--- src/rtl/dma_if.sv ---
// Register-port and bus-master bundles for the dma block.
// dma_reg_if: CPU-side register window; dma_bus_if: memory-side word bus.

interface dma_reg_if;
   logic [31:0] address_in;
   logic        sel_in;
   logic        read_in;
   logic [3:0]  write_mask_in;
   logic [31:0] write_value_in;
   logic [31:0] read_value_out;
   logic        ready_out;

   modport master (
      output address_in, sel_in, read_in,
      output write_mask_in, write_value_in,
      input  read_value_out, ready_out
   );

   modport slave (
      input  address_in, sel_in, read_in,
      input  write_mask_in, write_value_in,
      output read_value_out, ready_out
   );
endinterface

interface dma_bus_if;
   logic [31:0] address_out;
   logic        read_out;
   logic        write_out;
   logic [3:0]  write_mask_out;
   logic [31:0] write_value_out;
   logic [31:0] read_value_in;
   logic        ready_in;
   logic        fault_in;

   modport master (
      output address_out, read_out, write_out,
      output write_mask_out, write_value_out,
      input  read_value_in, ready_in, fault_in
   );

   modport slave (
      input  address_out, read_out, write_out,
      input  write_mask_out, write_value_out,
      output read_value_in, ready_in, fault_in
   );
endinterface

--- src/rtl/dma.sv ---
// Single-channel word DMA: copies LEN words from SRC to DST, one bus beat per state.
// Ports: clk, reset (async, active-low), cfg (dma_reg_if.slave register window:
//   0 SRC, 1 DST, 2 LEN, 3 CTRL), bus (dma_bus_if.master word bus).
// CTRL: bit0 START/BUSY, bit1 DONE (w1c), bit2 ERR (w1c), bit3 ABORT (wo).
// Optional DMA_IRQ_EN: adds irq_out and CTRL bit4 IRQEN.

module dma #(
   parameter int LEN_BITS = 16
) (
   input  logic      clk,
   input  logic      reset,
   dma_reg_if.slave  cfg,
   dma_bus_if.master bus
`ifdef DMA_IRQ_EN
   ,
   output logic      irq_out
`endif
);

   typedef enum logic [1:0] {IDLE, RD, WR} state_t;

   state_t              state_q, state_d;
   logic [31:0]         src_q, dst_q, buf_q;
   logic [LEN_BITS-1:0] len_q;
   logic                done_q, err_q, abort_q;
   logic                busy, wr_en, ctl_w, start;
   logic                clr_done, clr_err, abort_w, abort_now;
   logic                beat_rd, beat_wr, go, set_done, set_err;
   logic                irq_bit;
   logic [1:0]          ra;
   logic [31:0]         wd, len_ext, len_wr;
   logic                unused_bits;

   function automatic logic [31:0] lane_merge(
      input logic [31:0] old_v,
      input logic [31:0] new_v,
      input logic [3:0]  m
   );
      logic [31:0] r;
      r = old_v;
      for (int i = 0; i < 4; i++)
         if (m[i]) r[8*i +: 8] = new_v[8*i +: 8];
      return r;
   endfunction

   assign busy      = (state_q != IDLE);
   assign ra        = cfg.address_in[3:2];
   assign wd        = cfg.write_value_in;
   assign wr_en     = cfg.sel_in & ~cfg.read_in & (|cfg.write_mask_in);
   assign ctl_w     = wr_en & (ra == 2'd3) & cfg.write_mask_in[0];
   assign start     = ctl_w & wd[0] & ~busy;
   assign clr_done  = ctl_w & wd[1];
   assign clr_err   = ctl_w & wd[2];
   assign abort_w   = ctl_w & wd[3] & busy;
   assign abort_now = abort_q | abort_w;
   assign len_ext   = 32'(len_q);
   assign len_wr    = lane_merge(len_ext, wd, cfg.write_mask_in);
   assign unused_bits = ^{cfg.address_in[31:4], cfg.address_in[1:0],
                          len_wr[31:LEN_BITS]};

   assign cfg.ready_out = cfg.sel_in;

   always_ff @(posedge clk or negedge reset) begin
      if (!reset) state_q <= IDLE;
      else        state_q <= state_d;
   end

   always_comb begin
      state_d             = state_q;
      beat_rd             = 1'b0;
      beat_wr             = 1'b0;
      go                  = 1'b0;
      set_done            = 1'b0;
      set_err             = 1'b0;
      bus.address_out     = '0;
      bus.read_out        = 1'b0;
      bus.write_out       = 1'b0;
      bus.write_mask_out  = '0;
      bus.write_value_out = '0;
      unique case (state_q)
         IDLE: begin
            if (start) begin
               if (len_q != '0) begin
                  go      = 1'b1;
                  state_d = RD;
               end else begin
                  set_done = 1'b1;
               end
            end
         end
         RD: begin
            bus.address_out = src_q;
            bus.read_out    = 1'b1;
            if (bus.ready_in) begin
               if (abort_now) begin
                  state_d = IDLE;
               end else if (bus.fault_in) begin
                  set_err = 1'b1;
                  state_d = IDLE;
               end else begin
                  beat_rd = 1'b1;
                  state_d = WR;
               end
            end
         end
         WR: begin
            bus.address_out     = dst_q;
            bus.write_out       = 1'b1;
            bus.write_mask_out  = 4'hF;
            bus.write_value_out = buf_q;
            if (bus.ready_in) begin
               // A completed write still advances the pointers, even when aborting.
               beat_wr = ~bus.fault_in;
               if (abort_now) begin
                  state_d = IDLE;
               end else if (bus.fault_in) begin
                  set_err = 1'b1;
                  state_d = IDLE;
               end else if (len_q == LEN_BITS'(1)) begin
                  set_done = 1'b1;
                  state_d  = IDLE;
               end else begin
                  state_d = RD;
               end
            end
         end
         default: state_d = IDLE;
      endcase
   end

   always_ff @(posedge clk or negedge reset) begin
      if (!reset) begin
         src_q   <= '0;
         dst_q   <= '0;
         len_q   <= '0;
         buf_q   <= '0;
         done_q  <= 1'b0;
         err_q   <= 1'b0;
         abort_q <= 1'b0;
      end else begin
         if (wr_en && ra == 2'd0 && !busy)
            src_q <= lane_merge(src_q, wd, cfg.write_mask_in) & ~32'h3;
         else if (beat_wr)
            src_q <= src_q + 32'd4;
         if (wr_en && ra == 2'd1 && !busy)
            dst_q <= lane_merge(dst_q, wd, cfg.write_mask_in) & ~32'h3;
         else if (beat_wr)
            dst_q <= dst_q + 32'd4;
         if (wr_en && ra == 2'd2 && !busy)
            len_q <= len_wr[LEN_BITS-1:0];
         else if (beat_wr)
            len_q <= len_q - LEN_BITS'(1);
         if (beat_rd)
            buf_q <= bus.read_value_in;
         // Clear beats set when both land in the same cycle.
         done_q  <= (done_q | set_done) & ~go & ~clr_done;
         err_q   <= (err_q | set_err) & ~go & ~clr_err;
         abort_q <= abort_now & (state_d != IDLE);
      end
   end

`ifdef DMA_IRQ_EN
   logic irqen_q;

   always_ff @(posedge clk or negedge reset) begin
      if (!reset) begin
         irqen_q <= 1'b0;
         irq_out <= 1'b0;
      end else begin
         if (ctl_w) irqen_q <= wd[4];
         irq_out <= irqen_q & (done_q | err_q);
      end
   end

   assign irq_bit = irqen_q;
`else
   assign irq_bit = 1'b0;
`endif

   always_comb begin
      cfg.read_value_out = '0;
      if (cfg.sel_in) begin
         unique case (ra)
            2'd0:    cfg.read_value_out = src_q;
            2'd1:    cfg.read_value_out = dst_q;
            2'd2:    cfg.read_value_out = len_ext;
            default: cfg.read_value_out = {27'd0, irq_bit, 1'b0,
                                           err_q, done_q, busy};
         endcase
      end
   end

endmodule

--- src/flat_wrapper.sv ---
// flat-port wrapper written by rule: the top's interface ports become plain ports
module dma_flat 
#(
   parameter int LEN_BITS = 16
)
  (clk, reset, cfg_address_in, cfg_sel_in, cfg_read_in, cfg_write_mask_in, cfg_write_value_in, cfg_read_value_out, cfg_ready_out, bus_address_out, bus_read_out, bus_write_out, bus_write_mask_out, bus_write_value_out, bus_read_value_in, bus_ready_in, bus_fault_in);
  dma_reg_if cfg_i ();
  dma_bus_if bus_i ();
  input  logic clk;
  input  logic reset;
  input wire logic [$bits(cfg_i.address_in)-1:0] cfg_address_in;
  input wire logic [$bits(cfg_i.sel_in)-1:0] cfg_sel_in;
  input wire logic [$bits(cfg_i.read_in)-1:0] cfg_read_in;
  input wire logic [$bits(cfg_i.write_mask_in)-1:0] cfg_write_mask_in;
  input wire logic [$bits(cfg_i.write_value_in)-1:0] cfg_write_value_in;
  output wire logic [$bits(cfg_i.read_value_out)-1:0] cfg_read_value_out;
  output wire logic [$bits(cfg_i.ready_out)-1:0] cfg_ready_out;
  output wire logic [$bits(bus_i.address_out)-1:0] bus_address_out;
  output wire logic [$bits(bus_i.read_out)-1:0] bus_read_out;
  output wire logic [$bits(bus_i.write_out)-1:0] bus_write_out;
  output wire logic [$bits(bus_i.write_mask_out)-1:0] bus_write_mask_out;
  output wire logic [$bits(bus_i.write_value_out)-1:0] bus_write_value_out;
  input wire logic [$bits(bus_i.read_value_in)-1:0] bus_read_value_in;
  input wire logic [$bits(bus_i.ready_in)-1:0] bus_ready_in;
  input wire logic [$bits(bus_i.fault_in)-1:0] bus_fault_in;
  assign cfg_i.address_in = cfg_address_in;
  assign cfg_i.sel_in = cfg_sel_in;
  assign cfg_i.read_in = cfg_read_in;
  assign cfg_i.write_mask_in = cfg_write_mask_in;
  assign cfg_i.write_value_in = cfg_write_value_in;
  assign cfg_read_value_out = cfg_i.read_value_out;
  assign cfg_ready_out = cfg_i.ready_out;
  assign bus_address_out = bus_i.address_out;
  assign bus_read_out = bus_i.read_out;
  assign bus_write_out = bus_i.write_out;
  assign bus_write_mask_out = bus_i.write_mask_out;
  assign bus_write_value_out = bus_i.write_value_out;
  assign bus_i.read_value_in = bus_read_value_in;
  assign bus_i.ready_in = bus_ready_in;
  assign bus_i.fault_in = bus_fault_in;
  dma #(.LEN_BITS(LEN_BITS)) u_core (.clk(clk), .reset(reset), .cfg(cfg_i), .bus(bus_i));
endmodule
--- config.mk ---
export PLATFORM = sky130hd
export DESIGN_NAME = dma_flat
export DESIGN_NICKNAME = d
export VERILOG_FILES = /design/src/rtl/dma_if.sv /design/src/rtl/dma.sv /design/src/flat_wrapper.sv
export SDC_FILE = /design/constraint.sdc
export NUM_CORES = 1
export LEC_CHECK = 0
export ABC_AREA = 0
export BUFFER_PORTS_ARGS = -buffer_cell sky130_fd_sc_hd__buf_4
export CAP_MARGIN = 15
export CORE_ASPECT_RATIO = 1.5
export CORE_UTILIZATION = 50
export CTS_BUF_LIST = sky130_fd_sc_hd__clkbuf_8
export DETAILED_ROUTE_END_ITERATION = 10
export PLACE_DENSITY = 0.77
export SKIP_LAST_GASP = 1
export SLEW_MARGIN = 20
export SYNTH_ARGS = -nofsm -noshare
export SYNTH_HDL_FRONTEND = slang
export SYNTH_SLANG_ARGS = --single-unit
--- constraint.sdc ---
create_clock -name clk -period 3 [get_ports clk]
set_clock_uncertainty 0.05 [all_clocks]
set_input_delay 0.45 -clock clk [delete_from_list [all_inputs] [get_ports clk]]
set_output_delay 0.45 -clock clk [all_outputs]
set_load 0.02 [all_outputs]
==> reports/qor.yml <==
worst_setup_path:
  cp_slowest_stage_delay_ns: 0.71
  cp_slowest_cell: "o31ai_1"
  critical-path-top-delay-family: "compound AO/OA/AOI/OAI gates"
  crit_type: "reg2reg"
  crit_path_end_kind: "register"
  cp.required_ns: 3.29
  crit_buf_inv: 1
  start_kind: "register"
  crit_chain: "inv_1, ha_1, nand4bb_1, o31ai_1, nand2_1, a22o_1"
  reg2reg_depth: 6
  cp.depth: 6
  worstPathMaxFanout: 9
  worst_ep_arrival_time_ns: 3.07
place:
  port_buffers: 176
  place_inst: 1234
  gp_congestion: 0.971
  placed_area_um2: 9230
  place_hpwl_um: 18500
clock_network:
  cts_buffers: 17
  clockBufferDepth: 2
  cts_resized: 0
  insertion_delay_ns: 0.46
  post_cts_buffers: 0
  cts.sinks: 113
  cts_root_buf: "clkbuf_8"
  clkTransAtPathRegs_ns: 0.08
  cts_tree: "built"
  h-tree-depth: 4
floorplan:
  core_area_um2: 14700
  die_w_um: 103
  die_h_um: 153
  std_cell_rows: 54
  io_pins: 209
  start_util_pct: 51.8
  dieArea_um2: 15800
detailed_routing:
  wl_um: 25100
  met2_length_um: 12400
  drc: 0
  avgViaCountPerCell: 6.28
  antenna_left: 0
  drtIter0Drc: 761
  wire_per_inst_um: 19.8
  drt_pass1_iterations: 5
  wl_met1_um: 9390
  wl_met3_um: 1900
  num_vias: 7961
  highest_layer: "met4"
yosys:
  synth_seq_cells: 113
  synthesis.area_um2: 7620
  syn_inst: 890
  ys_types: 61
  yosysSeqAreaShare_pct: 37.1
  synth_top_family_by_area: "simple AND/OR/NAND/NOR gates"
  synth_edf_count: 0
  ys_warn_count: 0
  avgSynthCellArea_um2: 8.57
  synthArstFlopShare_pct: 100
  synthAdderAreaFrac_pct: 1.48
  ys.flop_type: "dfrtp_1"
  yosys.area_share.simple_pct: 29.8
  synth_compound_area_share_pct: 18.2
  synthMuxAreaShare_pct: 9.35
  synth-xor-area-share_pct: 0
finish:
  multiInputGateArea_um2: 4500
  fin_area_um2: 9660
  regArea_um2: 2830
  fillers: 1276
  diodes: 0
  drive_gt1_share_pct: 27.5
  instances_no_fill: 1267
  syn_to_final_growth_pct: 26.7
  nets: 1173
sta:
  fmax_mhz: 360
  hold_viol_final: 0
  slew_violations: 0
  setup_tns_ns: 0
  setup_violations: 0
  rsz0062_at_grt: "no"
  worst_pin_slew_ns: 0.750
  fin_crit_ns: 2.78
  min_period_over_period_pct: 92.6
  max_slew_margin_pct: 49.6
worst_hold_path:
  whs_path_depth: 2
  worstHoldPathType: "in2reg"
outcome:
  status: "complete, no violations"
global_routing:
  grt_pass1_vias: 7521
  antenna_found_initial: 0
  grt_overflow_total: 0
  grt_max_degree: 59
  grt.total_usage_pct: 32.2
  grt_pass1_wl_um: 39100
power_and_ir_drop:
  p_per_area_nw_per_um2: 862
  p_leak_nw: 4.21
  ir_drop_mv: 0.502
job:
  drv_cap: 0
==> flip-flops by register name, summed over array words and instances (netlist names) <==
register        flops
u_core.abort_q      1
u_core.done_q       1
u_core.src_q       30
u_core.len_q       16
u_core.buf_q       32
u_core.state_q      2
u_core.err_q        1
u_core.dst_q       30
==> stage by stage <==
step	power [mW]	util, %	setup WS (ns)	hold WS, ns
floorplan	5.32	-	0.423	0.104
global placement	6.58	62.6	0.367	0.403
detailed placement	6.68	62.6	0.340	0.406
CTS	8.27	65.6	0.323	0.137
global route	8.84	65.6	0.130	0.133
finish	8.33	65.6	0.222	0.150
==> cell usage after synthesis (3+ instances only) <==
| cell | number | area (um2) |
|---|---|---|
| ha_1 | 9 | 113 |
| nor2b_1 | 31 | 194 |
| o311ai_0 | 6 | 52.6 |
| dfrtp_1 | 113 | 2830 |
| nor2_1 | 88 | 330 |
| mux2_2 | 32 | 360 |
| a41oi_1 | 3 | 26.3 |
| nand4_1 | 10 | 62.6 |
| and4_1 | 10 | 87.6 |
| o21ai_0 | 37 | 185 |
| a211oi_1 | 32 | 240 |
| and2_1 | 51 | 319 |
| o31ai_1 | 5 | 37.5 |
| nor3b_1 | 4 | 30.0 |
| clkbuf_1 | 52 | 195 |
| o221a_2 | 4 | 45.0 |
| o31a_1 | 4 | 35.0 |
| or2_2 | 3 | 18.8 |
| a22oi_1 | 34 | 255 |
| o211ai_1 | 10 | 75.1 |
| nand3_1 | 32 | 160 |
| or4_1 | 7 | 52.6 |
| o22ai_1 | 8 | 50.1 |
| nor4_1 | 17 | 106 |
| buf_1 | 6 | 22.5 |
| nand2b_1 | 4 | 25.0 |
| mux2i_1 | 33 | 330 |
| nor3_1 | 44 | 220 |
| or3_1 | 3 | 18.8 |
| a31oi_1 | 5 | 31.3 |
| o21a_1 | 4 | 30.0 |
| nand2_1 | 74 | 278 |
| and3b_1 | 3 | 26.3 |
| a311oi_1 | 8 | 70.1 |
| a21oi_1 | 27 | 135 |
| and3_1 | 26 | 163 |
| buf_4 | 7 | 52.6 |
| inv_1 | 11 | 41.3 |
==> cell type report <==
class | instances | share of cell area [%]
multi-input combinational | 702 | 46.5
timing repair buffer | 213 | 16.8
tap | 196 | 2.54
inverter | 11 | 0.427
clock buffer | 17 | 2.42
sequential | 113 | 29.3
clock inverter | 15 | 1.99
==> final timing paths <==
check	start	slack [ns]	to
worst max-delay path	u_core.state_q[0]$_DFF_PN0_	0.22	u_core.src_q[9]$_DFFE_PN0P_
worst min-delay path	cfg_write_value_in[1]	0.15	u_core.done_q$_DFF_PN0_
worst max register to register	u_core.state_q[0]$_DFF_PN0_	0.22	u_core.src_q[9]$_DFFE_PN0P_
worst min register to register	u_core.buf_q[24]$_DFFE_PN0P_	0.45	u_core.buf_q[24]$_DFFE_PN0P_
max in group asynchronous	reset	1.68	u_core.dst_q[14]$_DFFE_PN0P_
min in group asynchronous	reset	0.45	u_core.buf_q[16]$_DFFE_PN0P_
==> cell families after synthesis <==
kind of cell	count (synthesis)
and+or+nand+nor	425
AOI/OAI and AO/OA	200
DFF	113
buffers and inverters	76
muxes	66
adders and majority gates	9
other	1
==> cells in the final DEF (no fill, tap or decap), drive strengths merged, types with 10 or more instances in the layout <==
| cell type | netlist | routed |
|---|---|---|
| nand4 | 10 | 10 |
| nand3 | 32 | 32 |
| nor2 | 88 | 88 |
| mux2i | 33 | 33 |
| a22oi | 34 | 34 |
| nor4 | 19 | 19 |
| and4 | 10 | 10 |
| and2 | 51 | 51 |
| mux2 | 32 | 32 |
| and3 | 26 | 26 |
| o211ai | 10 | 10 |
| a211oi | 32 | 32 |
| clkbuf | 52 | 17 |
| nor3 | 45 | 45 |
| inv | 11 | 20 |
| nor2b | 31 | 31 |
| a21oi | 27 | 27 |
| nand2 | 74 | 74 |
| dfrtp | 113 | 113 |
| o21ai | 37 | 37 |
| buf | 13 | 212 |
==> repair_timing <==
| action | in CTS | in global routing |
|---|---|---|
| endpoints found under the setup margin | 0 | 0 |
| endpoints found under the hold margin | 37 | 0 |
| hold buffers | 1 | 0 |
==> per-layer routing <==
metal,global-route usage [%],vias up
li1,-,3651
met1,39.5,3789
met2,52.9,417
met3,5.81,104
met4,17.2,0
met5,0,-
==> power by group <==
group / internal [mW] / total [mW] / switching, mW
Combinational: 1.65 / 3.52 / 1.87
Sequential: 2.22 / 3.21 / 0.987
Clock: 0.847 / 1.60 / 0.755
Total: 4.72 / 8.33 / 3.61
No activity file was read; power rests on OpenSTA's default activity.
